**src/rtl/ex_pkg.sv**
```systemverilog
// Shared types for the ID/EX stage: ALU opcodes, forwarding selects and the latched ID/EX record.
package ex_pkg;

  localparam int EX_DW = 32;
  localparam int EX_AW = 5;

  typedef enum logic [3:0] {
    ALU_ADD   = 4'h0,
    ALU_SUB   = 4'h1,
    ALU_SLL   = 4'h2,
    ALU_SLT   = 4'h3,
    ALU_SLTU  = 4'h4,
    ALU_XOR   = 4'h5,
    ALU_SRL   = 4'h6,
    ALU_SRA   = 4'h7,
    ALU_OR    = 4'h8,
    ALU_AND   = 4'h9,
    ALU_PASSA = 4'hA,
    ALU_PASSB = 4'hB
  } alu_op_t;

  typedef enum logic [1:0] {
    FWD_REG   = 2'd0,
    FWD_MEMWB = 2'd1,
    FWD_EXMEM = 2'd2
  } fwd_sel_t;

  typedef struct packed {
    logic             valid;
    logic [EX_AW-1:0] rs1;
    logic [EX_AW-1:0] rs2;
    logic [EX_AW-1:0] rd;
    logic [EX_DW-1:0] rv1;
    logic [EX_DW-1:0] rv2;
    logic [EX_DW-1:0] imm;
    logic [EX_DW-1:0] pc;
    logic             srca_pc;
    logic             srcb_imm;
    alu_op_t          aluctrl;
    logic             regwrite;
    logic             memread;
  } id_ex_t;

  // A writer only counts when it is enabled and not targeting x0.
  function automatic logic rd_match(input logic we, input logic [EX_AW-1:0] rd,
                                    input logic [EX_AW-1:0] rs);
    return we && (rd != '0) && (rd == rs);
  endfunction

endpackage

```
**src/rtl/id_ex_stage_fwd_unit.sv**
```systemverilog
// Combinational operand bypass for one source register: EX/MEM beats MEM/WB beats latched value.
module fwd_unit
  import ex_pkg::*;
#(
  parameter int DATA_WIDTH = EX_DW,
  parameter int REG_AW     = EX_AW
) (
  input  logic [REG_AW-1:0]     rs,
  input  logic                  exmem_regwrite,
  input  logic [REG_AW-1:0]     exmem_rd,
  input  logic [DATA_WIDTH-1:0] exmem_result,
  input  logic                  memwb_regwrite,
  input  logic [REG_AW-1:0]     memwb_rd,
  input  logic [DATA_WIDTH-1:0] memwb_result,
  input  logic [DATA_WIDTH-1:0] latched,
  output fwd_sel_t              sel,
  output logic [DATA_WIDTH-1:0] data
);

  always_comb begin
    sel  = FWD_REG;
    data = latched;
    if (rd_match(exmem_regwrite, exmem_rd, rs)) begin
      sel  = FWD_EXMEM;
      data = exmem_result;
    end else if (rd_match(memwb_regwrite, memwb_rd, rs)) begin
      sel  = FWD_MEMWB;
      data = memwb_result;
    end
  end

endmodule

```
**src/rtl/id_ex_stage.sv**
```systemverilog
// ID/EX pipeline register with load-use stall, flush bubbles and operand forwarding.
// Optional EX_PERF_CNT_EN adds saturating stall_cnt/flush_cnt outputs.
module id_ex_stage
  import ex_pkg::*;
#(
  parameter int DATA_WIDTH = EX_DW,
  parameter int REG_AW     = EX_AW
) (
  input  logic                  clk,
  input  logic                  rst_n,
  input  logic                  id_valid,
  input  logic [REG_AW-1:0]     id_rs1,
  input  logic [REG_AW-1:0]     id_rs2,
  input  logic [REG_AW-1:0]     id_rd,
  input  logic [DATA_WIDTH-1:0] id_rd1,
  input  logic [DATA_WIDTH-1:0] id_rd2,
  input  logic [DATA_WIDTH-1:0] id_imm,
  input  logic [DATA_WIDTH-1:0] id_pc,
  input  logic                  id_srca_pc,
  input  logic                  id_srcb_imm,
  input  logic [3:0]            id_aluctrl,
  input  logic                  id_regwrite,
  input  logic                  id_memread,
  input  logic                  flush,
  input  logic                  exmem_regwrite,
  input  logic [REG_AW-1:0]     exmem_rd,
  input  logic [DATA_WIDTH-1:0] exmem_result,
  input  logic                  memwb_regwrite,
  input  logic [REG_AW-1:0]     memwb_rd,
  input  logic [DATA_WIDTH-1:0] memwb_result,
  output logic                  stall,
  output logic                  ex_valid,
  output logic [DATA_WIDTH-1:0] ALUop1,
  output logic [DATA_WIDTH-1:0] ALUop2,
  output logic [7:0]            ALUctrl,
  output logic [REG_AW-1:0]     ex_rd,
  output logic                  ex_regwrite,
  output logic                  ex_memread,
  output logic [DATA_WIDTH-1:0] ex_store_data
`ifdef EX_PERF_CNT_EN
  ,
  output logic [31:0]           stall_cnt,
  output logic [31:0]           flush_cnt
`endif
);

  id_ex_t                  ex_q;
  id_ex_t                  cap;
  logic                    hazard;
  logic [DATA_WIDTH-1:0]   fwd1_data;
  logic [DATA_WIDTH-1:0]   fwd2_data;
  fwd_sel_t                fwd1_sel;
  fwd_sel_t                fwd2_sel;
  logic                    fwd_sel_unused;

  // Both rs fields are compared regardless of use; occasional false stalls are accepted.
  assign hazard = ex_q.valid && ex_q.memread && (ex_q.rd != '0) &&
                  ((ex_q.rd == id_rs1) || (ex_q.rd == id_rs2)) && id_valid;
  assign stall  = hazard && !flush;

  // A register being written back this cycle is read stale from the regfile, so take it from MEM/WB.
  always_comb begin
    cap          = '0;
    cap.valid    = id_valid;
    cap.rs1      = id_rs1;
    cap.rs2      = id_rs2;
    cap.rd       = id_rd;
    cap.rv1      = rd_match(memwb_regwrite, memwb_rd, id_rs1) ? memwb_result : id_rd1;
    cap.rv2      = rd_match(memwb_regwrite, memwb_rd, id_rs2) ? memwb_result : id_rd2;
    cap.imm      = id_imm;
    cap.pc       = id_pc;
    cap.srca_pc  = id_srca_pc;
    cap.srcb_imm = id_srcb_imm;
    cap.aluctrl  = alu_op_t'(id_aluctrl);
    cap.regwrite = id_regwrite;
    cap.memread  = id_memread;
  end

  always_ff @(posedge clk) begin
    if (!rst_n)
      ex_q <= '0;
    else if (flush || stall)
      ex_q <= '0;
    else
      ex_q <= cap;
  end

  fwd_unit #(.DATA_WIDTH(DATA_WIDTH), .REG_AW(REG_AW)) u_fwd_rs1 (
    .rs             (ex_q.rs1),
    .exmem_regwrite (exmem_regwrite),
    .exmem_rd       (exmem_rd),
    .exmem_result   (exmem_result),
    .memwb_regwrite (memwb_regwrite),
    .memwb_rd       (memwb_rd),
    .memwb_result   (memwb_result),
    .latched        (ex_q.rv1),
    .sel            (fwd1_sel),
    .data           (fwd1_data)
  );

  fwd_unit #(.DATA_WIDTH(DATA_WIDTH), .REG_AW(REG_AW)) u_fwd_rs2 (
    .rs             (ex_q.rs2),
    .exmem_regwrite (exmem_regwrite),
    .exmem_rd       (exmem_rd),
    .exmem_result   (exmem_result),
    .memwb_regwrite (memwb_regwrite),
    .memwb_rd       (memwb_rd),
    .memwb_result   (memwb_result),
    .latched        (ex_q.rv2),
    .sel            (fwd2_sel),
    .data           (fwd2_data)
  );

  // Select codes are only for waveform debug; the datapath uses the muxed data.
  assign fwd_sel_unused = ^{fwd1_sel, fwd2_sel};

  assign ex_valid      = ex_q.valid;
  assign ALUop1        = ex_q.srca_pc  ? ex_q.pc  : fwd1_data;
  assign ALUop2        = ex_q.srcb_imm ? ex_q.imm : fwd2_data;
  assign ALUctrl       = {4'b0000, ex_q.aluctrl};
  assign ex_rd         = ex_q.rd;
  assign ex_regwrite   = ex_q.valid && ex_q.regwrite;
  assign ex_memread    = ex_q.valid && ex_q.memread;
  assign ex_store_data = fwd2_data;

`ifdef EX_PERF_CNT_EN
  always_ff @(posedge clk) begin
    if (!rst_n) begin
      stall_cnt <= '0;
      flush_cnt <= '0;
    end else begin
      if (stall && (stall_cnt != 32'hFFFF_FFFF))
        stall_cnt <= stall_cnt + 32'd1;
      if (flush && (flush_cnt != 32'hFFFF_FFFF))
        flush_cnt <= flush_cnt + 32'd1;
    end
  end
`endif

endmodule

```
**config.mk**
```make
export PLATFORM = sky130hd
export DESIGN_NAME = id_ex_stage
export DESIGN_NICKNAME = d
export VERILOG_FILES = /design/src/rtl/ex_pkg.sv /design/src/rtl/id_ex_stage_fwd_unit.sv /design/src/rtl/id_ex_stage.sv
export SDC_FILE = /design/constraint.sdc
export NUM_CORES = 1
export LEC_CHECK = 0
export BUFFER_PORTS_ARGS = -buffer_cell sky130_fd_sc_hd__buf_4
export CORE_MARGIN = 10
export CORE_UTILIZATION = 35
export DETAILED_ROUTE_END_ITERATION = 16
export PLACE_DENSITY_LB_ADDON = 0.2
export SLEW_MARGIN = 20
export SYNTH_ARGS = -nofsm -noshare
export SYNTH_HDL_FRONTEND = slang
export SYNTH_SLANG_ARGS = --single-unit
```
**constraint.sdc**
```tcl
create_clock -name clk -period 4 [get_ports clk]
set_input_delay 1.2 -clock clk [delete_from_list [all_inputs] [get_ports clk]]
set_output_delay 1.2 -clock clk [all_outputs]
set_load 0.05 [all_outputs]
```
==> flow_summary.json, run 1 <==
{
  "violations": "negative setup slack",
  "postPlaceCellArea_um2": 13300,
  "cp-start-kind": "primary input",
  "grtUsageMet2_pct": 38.6,
  "drt_iter0_drc": 376,
  "cts_tree": "yes",
  "antenna_found_initial": 0,
  "swShare_pct": 32.8,
  "p_total_w": 0.00450,
  "via_per_inst": 5.09,
  "area.growth.synth_to_final_pct": 89.7,
  "fin_area_um2": 15100,
  "synth_top_cells_by_area": "dfxtp_1, mux2i_1, nor2_1",
  "hold_path_depth": 2,
  "drv_slew": 0,
  "gp_congestion": 0.872,
  "finalWorstSetupSlack_ps": -373,
  "crit_end": "ALUop2[13]",
  "synthFlopType": "dfxtp_1",
  "ir_drop_uv": 257,
  "status": "complete, but fails checks",
  "coreArea_um2": 22600,
  "crit_path_end_kind": "output port",
  "wirelength_um": 34100,
  "seqPwrFrac_pct": 35.8,
  "path_class": "in -> out",
  "leakage_nw": 5.95,
  "htreeDepth": 4,
  "grt_max_degree": 46,
  "synth_most_common_cell": "nor2_1",
  "cts_sinks": 152,
  "rsz0062_at_grt": "yes",
  "via_count": 8284,
  "firstDrtPassIters": 4,
  "slew-limit-headroom_pct": 45.2,
  "reg2reg_slack_ps": 1670,
  "clkSlewWorstSetupHoldPaths_ps": 70,
  "crit_path_start": "memwb_rd[0]",
  "rr_startpoint": "ex_rd[1]",
  "clock_tree.buffer_depth": 2,
  "first_global_vias": 8821,
  "worst-r2r-cell-count": 5,
  "busiest_layer": "met2",
  "io_buffers": 339,
  "fin_skew_ps": 13.4,
  "async_flop_share_pct": 0,
  "grt.total_usage_pct": 22.3,
  "pwr-share-clk_pct": 35.1,
  "fp-row-count": 55,
  "critPathRequiredTime_ps": 2800,
  "synth.avg_cell_area_um2": 8.28,
  "final_layout_size_suffix_gt1_share_pct": 54.3,
  "yosysSeqAreaShare_pct": 38.1,
  "diodes": 0,
  "power_frac_comb_pct": 29.2,
  "ys_top_cells_by_count": "nor2_1, dfxtp_1, and2_1",
  "netlist_instances": 964,
  "synth_top_cell_by_area": "dfxtp_1",
  "worst_pin_slew_ps": 823,
  "overflow": 0,
  "p_int_w": 0.00303,
  "hold_buffers": 0,
  "hold_viol": 0,
  "synth_seq_cells": 152,
  "cts_root_buf": "clkbuf_16",
  "post-route-util_pct": 67.1,
  "yosysWarnings": 0,
  "top_level_ports": 344,
  "drv_cap": 0,
  "grtUsageMet3_pct": 6.57,
  "final_nets": 1560,
  "cp_data_arrival_time_ps": 3170,
  "drc": 0,
  "dpl.hpwl_um": 25000,
  "postRouteAntennaNets": 0,
  "gr-usage-met1_pct": 26.1,
  "synthesis.area_um2": 7980,
  "p_switching_w": 0.00148,
  "setup_viol": 96,
  "crit_fanout": 15,
  "dp_slack_ps": -608,
  "initial_core_util_pct": 35.4,
  "synth_edf_count": 0,
  "clock_latency_ps": 430,
  "fmax_mhz": 229,
  "grt_pass1_wl_um": 50600,
  "pwr_density_cell_nw_per_um2": 297,
  "dieArea_um2": 29300,
  "period_needed_ps": 4370,
  "fin_crit_sh_pct": 109,
  "yosysTopAreaCellShare_pct": 38.1,
  "die_h_um": 171,
  "wl_per_cell_um": 20.9,
  "die_w_um": 171,
  "cts_made_buffers": 17,
  "setup_tns_ps": -29990,
  "synth.distinct_cells": 37,
  "holdCritPathClass": "in -> reg",
  "r2r_end": "ex_q[111]"
}
==> area by class of cell <==
class	instances	area, um2
Fill cell	1754	7430
Multi-Input combinational cell	646	6700
Timing Repair Buffer	443	4210
Sequential cell	152	3050
Clock buffer	20	447
Tap cell	285	357
Inverter	69	259
Clock inverter	12	118
==> repair_timing <==
item / CTS / global route
endpoints found under the setup margin: 96 / 96
gates resized for setup: 178 / 50
setup buffers: 1 / 3
pin swaps: 50 / 27
cloned: 2 / 4
==> critical path, cell delays in order <==
cell and delay [ps]:
buf_6 100, or4_4 540, or2_4 260, and4_4 180, buf_12 170, buf_4 160, a211oi_4 300, o31ai_4 80
buf_6 160
==> flip-flops by register name, summed over array words and instances, names as in the netlist <==
signal	count
ex_q	142
ex_rd	5
ex_valid	1
ALUctrl	4
==> cells in the final DEF, fill, tap and decap left out, drive strengths merged <==
cell and n:
nor3 4, o31ai 64, or3 1, nand2 68, buf 438, nor2 164
clkinvlp 7, dfxtp 152, or4 3, a211o 1, clkbuf 24, conb 4
a41oi 32, o211a 1, o211ai 1, and3 1, o221a 1, o21a 1
and2 90, nand3 2, xnor2 24, xor2 13, a31oi 32, a211oi 65
o22ai 1, a221oi 2, nand4 2, inv 73, bufinv 1, bufbuf 1
and4 3, or2 2, mux2i 64
==> cell families (layout without fill, tap and decap cells) <==
group	Yosys count	count (layout)	share of synthesized area [%]
simple gates	340	340	19.4
compound gates	201	201	21.0
buf+inv	169	544	9.29
flops	152	152	38.1
mux	64	64	8.02
xor+xnor	37	37	4.06
other cells	1	4	0.0470
==> worst min-delay path by stage <==
stage          slack [ps]    endpoint       start
2_1_floorplan        1050  ALUctrl[0]    ex_rd[0]
3_3_place_gp         1240     ex_q[6]     ex_q[0]
3_5_place_dp         1270     ex_q[7]    ex_rd[0]
4_1_cts               950    ex_q[47]   id_imm[7]
5_1_grt               960    ex_q[53]  id_imm[13]
6_report              970    ex_q[44]   id_imm[4]
==> stage by stage <==
stage / std cells / hold slack, ps
2_1_floorplan: 967 / 1050
3_3_place_gp: 1585 / 1240
3_5_place_dp: 1585 / 1270
4_1_cts: 1620 / 951
5_1_grt: 1627 / 957
6_report: 1627 / 967
==> routing by layer <==
metal  vias up  routed length, um
met1      3998              13600
met5         -                  0
met4         0                601
met2       272              17300
met3        36               2590
li1       3978                  -
==> power by group through the flow <==
stage,logic (W),registers (W),clock network (W)
after floorplan,0.000730,0.00163,0
after global placement,0.00118,0.00164,0
after detailed placement,0.00119,0.00165,0
after CTS,0.00129,0.00161,0.00161
after global routing,0.00138,0.00162,0.00166
final,0.00131,0.00161,0.00158
Note: power is estimated with default switching activity, not from simulation.
==> run 2: changes to the inputs <==
--- a/config.mk
+++ b/config.mk
@@ -6,8 +6,11 @@
 export NUM_CORES = 1
 export LEC_CHECK = 0
 export BUFFER_PORTS_ARGS = -buffer_cell sky130_fd_sc_hd__buf_4
+export CELL_PAD_IN_SITES_DETAIL_PLACEMENT = 1
+export CELL_PAD_IN_SITES_GLOBAL_PLACEMENT = 1
 export CORE_MARGIN = 10
-export CORE_UTILIZATION = 35
+export CORE_UTILIZATION = 31
+export CTS_CLUSTER_SIZE = 25
 export DETAILED_ROUTE_END_ITERATION = 16
 export PLACE_DENSITY_LB_ADDON = 0.2
 export SLEW_MARGIN = 20
==> flow_summary.json, run 2 (synthesized netlist as in run 1, its figures left out) <==
{
  "worst_pin_slew_ps": 695,
  "antenna_found_initial": 1,
  "drv_cap": 0,
  "seqPwrFrac_pct": 34.6,
  "drc": 0,
  "cts_made_buffers": 17,
  "crit_path_start": "memwb_rd[1]",
  "holdCritPathClass": "in -> reg",
  "critPathRequiredTime_ps": 2800,
  "die_h_um": 180,
  "worst-r2r-cell-count": 5,
  "final_nets": 1577,
  "grt_pass1_wl_um": 61200,
  "htreeDepth": 4,
  "placed_cells": 1646,
  "dieArea_um2": 32600,
  "setup_tns_ps": -29640,
  "p_int_w": 0.00310,
  "final_common_cell": "buf_4",
  "crit_end": "ALUop1[25]",
  "final_cell_mix": "buf_4, dfxtp_1, nor2_1",
  "cts_root_buf": "clkbuf_16",
  "drt_iter0_drc": 322,
  "cp-start-kind": "primary input",
  "fp-row-count": 58,
  "fin_skew_ps": 18.3,
  "grt_max_degree": 53,
  "rsz0062_at_grt": "yes",
  "fin_crit_sh_pct": 109,
  "fmax_mhz": 228,
  "clock_tree.buffer_depth": 2,
  "pwr-share-clk_pct": 35.9,
  "cts_tree": "yes",
  "via_per_inst": 5.10,
  "swShare_pct": 33.3,
  "violations": "negative setup slack",
  "hold_viol": 0,
  "setup_viol": 96,
  "fin_area_um2": 15400,
  "postPlaceCellArea_um2": 13500,
  "ir_drop_uv": 215,
  "drv_slew": 0,
  "crit_path_end_kind": "output port",
  "final_layout_size_suffix_gt1_share_pct": 55.1,
  "wirelength_um": 39700,
  "top_level_ports": 344,
  "status": "complete, but fails checks",
  "initial_core_util_pct": 31.6,
  "p_switching_w": 0.00155,
  "path_class": "in -> out",
  "die_w_um": 180,
  "dp_slack_ps": -555,
  "overflow": 0,
  "period_needed_ps": 4380,
  "rr_startpoint": "ex_rd[1]",
  "finalWorstSetupSlack_ps": -379,
  "clock_latency_ps": 440,
  "stdcell_count": 1689,
  "via_count": 8618,
  "first_global_vias": 10200,
  "wl_per_cell_um": 23.5,
  "cp_data_arrival_time_ps": 3180,
  "r2r_end": "ex_q[120]",
  "coreArea_um2": 25300,
  "grt.total_usage_pct": 23.8,
  "crit_fanout": 7,
  "reg2reg_slack_ps": 1630,
  "io_buffers": 339,
  "dpl.hpwl_um": 28900,
  "p_total_w": 0.00465,
  "area.growth.synth_to_final_pct": 92.9,
  "largest_register": "ex_q",
  "gp_congestion": 0.808,
  "postRouteAntennaNets": 0,
  "pwr_density_cell_nw_per_um2": 302,
  "clkSlewWorstSetupHoldPaths_ps": 80,
  "power_frac_comb_pct": 29.5,
  "firstDrtPassIters": 4,
  "leakage_nw": 6.06,
  "nFillCells": 2640,
  "largest_reg_flops": 142,
  "slew-limit-headroom_pct": 53.6,
  "cts_sinks": 152
}
-- run 2: cell count changes in the layout (fill, tap and decap cells not counted), sizes merged --
| cell | change |
|---|---|
| clkbuf | -3 |
| clkinv | +4 |
| bufbuf | -1 |
| clkinvlp | -5 |
| buf | +21 |
| diode | +1 |
-- run 2: worst max-delay path, cell delays in order --
cell and delay (ps):
buf_6 100, or4_4 560, buf_6 140, o21a_4 210, and3_4 240, buf_12 180
a211oi_4 300, o31ai_4 80, buf_6 160
-- run 2: timing repair --
| item | in CTS | in global routing |
|---|---|---|
| setup endpoints to repair | 96 | 96 |
| gates resized for setup | 195 | 32 |
| gates cloned | 5 | 1 |
| hold buffers | 0 | 0 |
| setup buffers | 4 | 1 |
| pin swaps | 56 | 26 |
-- run 2: worst min-delay path by stage --
stage / startpoint / slack [ps] / end / cells past startpoint
CTS: id_memread / 940 / ex_q[0] / 2
floorplan: ex_rd[0] / 1050 / ALUctrl[0] / 4
finish: id_rd[0] / 960 / ex_rd[0] / 2
global route: id_rd[2] / 940 / ex_rd[2] / 2
global placement: ex_q[0] / 1250 / ex_valid / 5
detailed placement: ex_q[0] / 1260 / ex_rd[2] / 5
-- run 2: cell type report --
class | count | area [um2] | share of cell area [%]
timing repair buffer | 460 | 4390 | 28.5
tap | 330 | 413 | 2.68
antenna | 1 | 2.50 | 0.0162
multi-input combinational | 646 | 6700 | 43.5
clock inverter | 11 | 111 | 0.723
clock buffer | 20 | 478 | 3.10
inverter | 69 | 259 | 1.68
sequential | 152 | 3050 | 19.8
-- run 2: power by group through the flow --
| stage | logic, W | clock network [W] | registers (W) |
|---|---|---|---|
| finish | 0.00137 | 0.00167 | 0.00161 |
| global route | 0.00144 | 0.00176 | 0.00161 |
| CTS | 0.00135 | 0.00170 | 0.00161 |
| detailed placement | 0.00123 | 0 | 0.00164 |
| global placement | 0.00121 | 0 | 0.00164 |
| floorplan | 0.000730 | 0 | 0.00163 |
-- run 2: metrics by stage --
step,utilization [%],hold WS (ps)
after global placement,53.5,1250
after floorplan,-,1050
after global routing,61.0,943
final,61.0,957
after detailed placement,53.5,1260
after CTS,60.2,937
-- run 2: metal layers --
layer | vias up | global-route usage, % | routed length, um
met3 | 52 | 7.03 | 2480
met4 | 0 | 6.56 | 843
met5 | - | 0 | 0
met1 | 4273 | 25.9 | 15200
li1 | 4017 | - | -
met2 | 276 | 43.7 | 21200
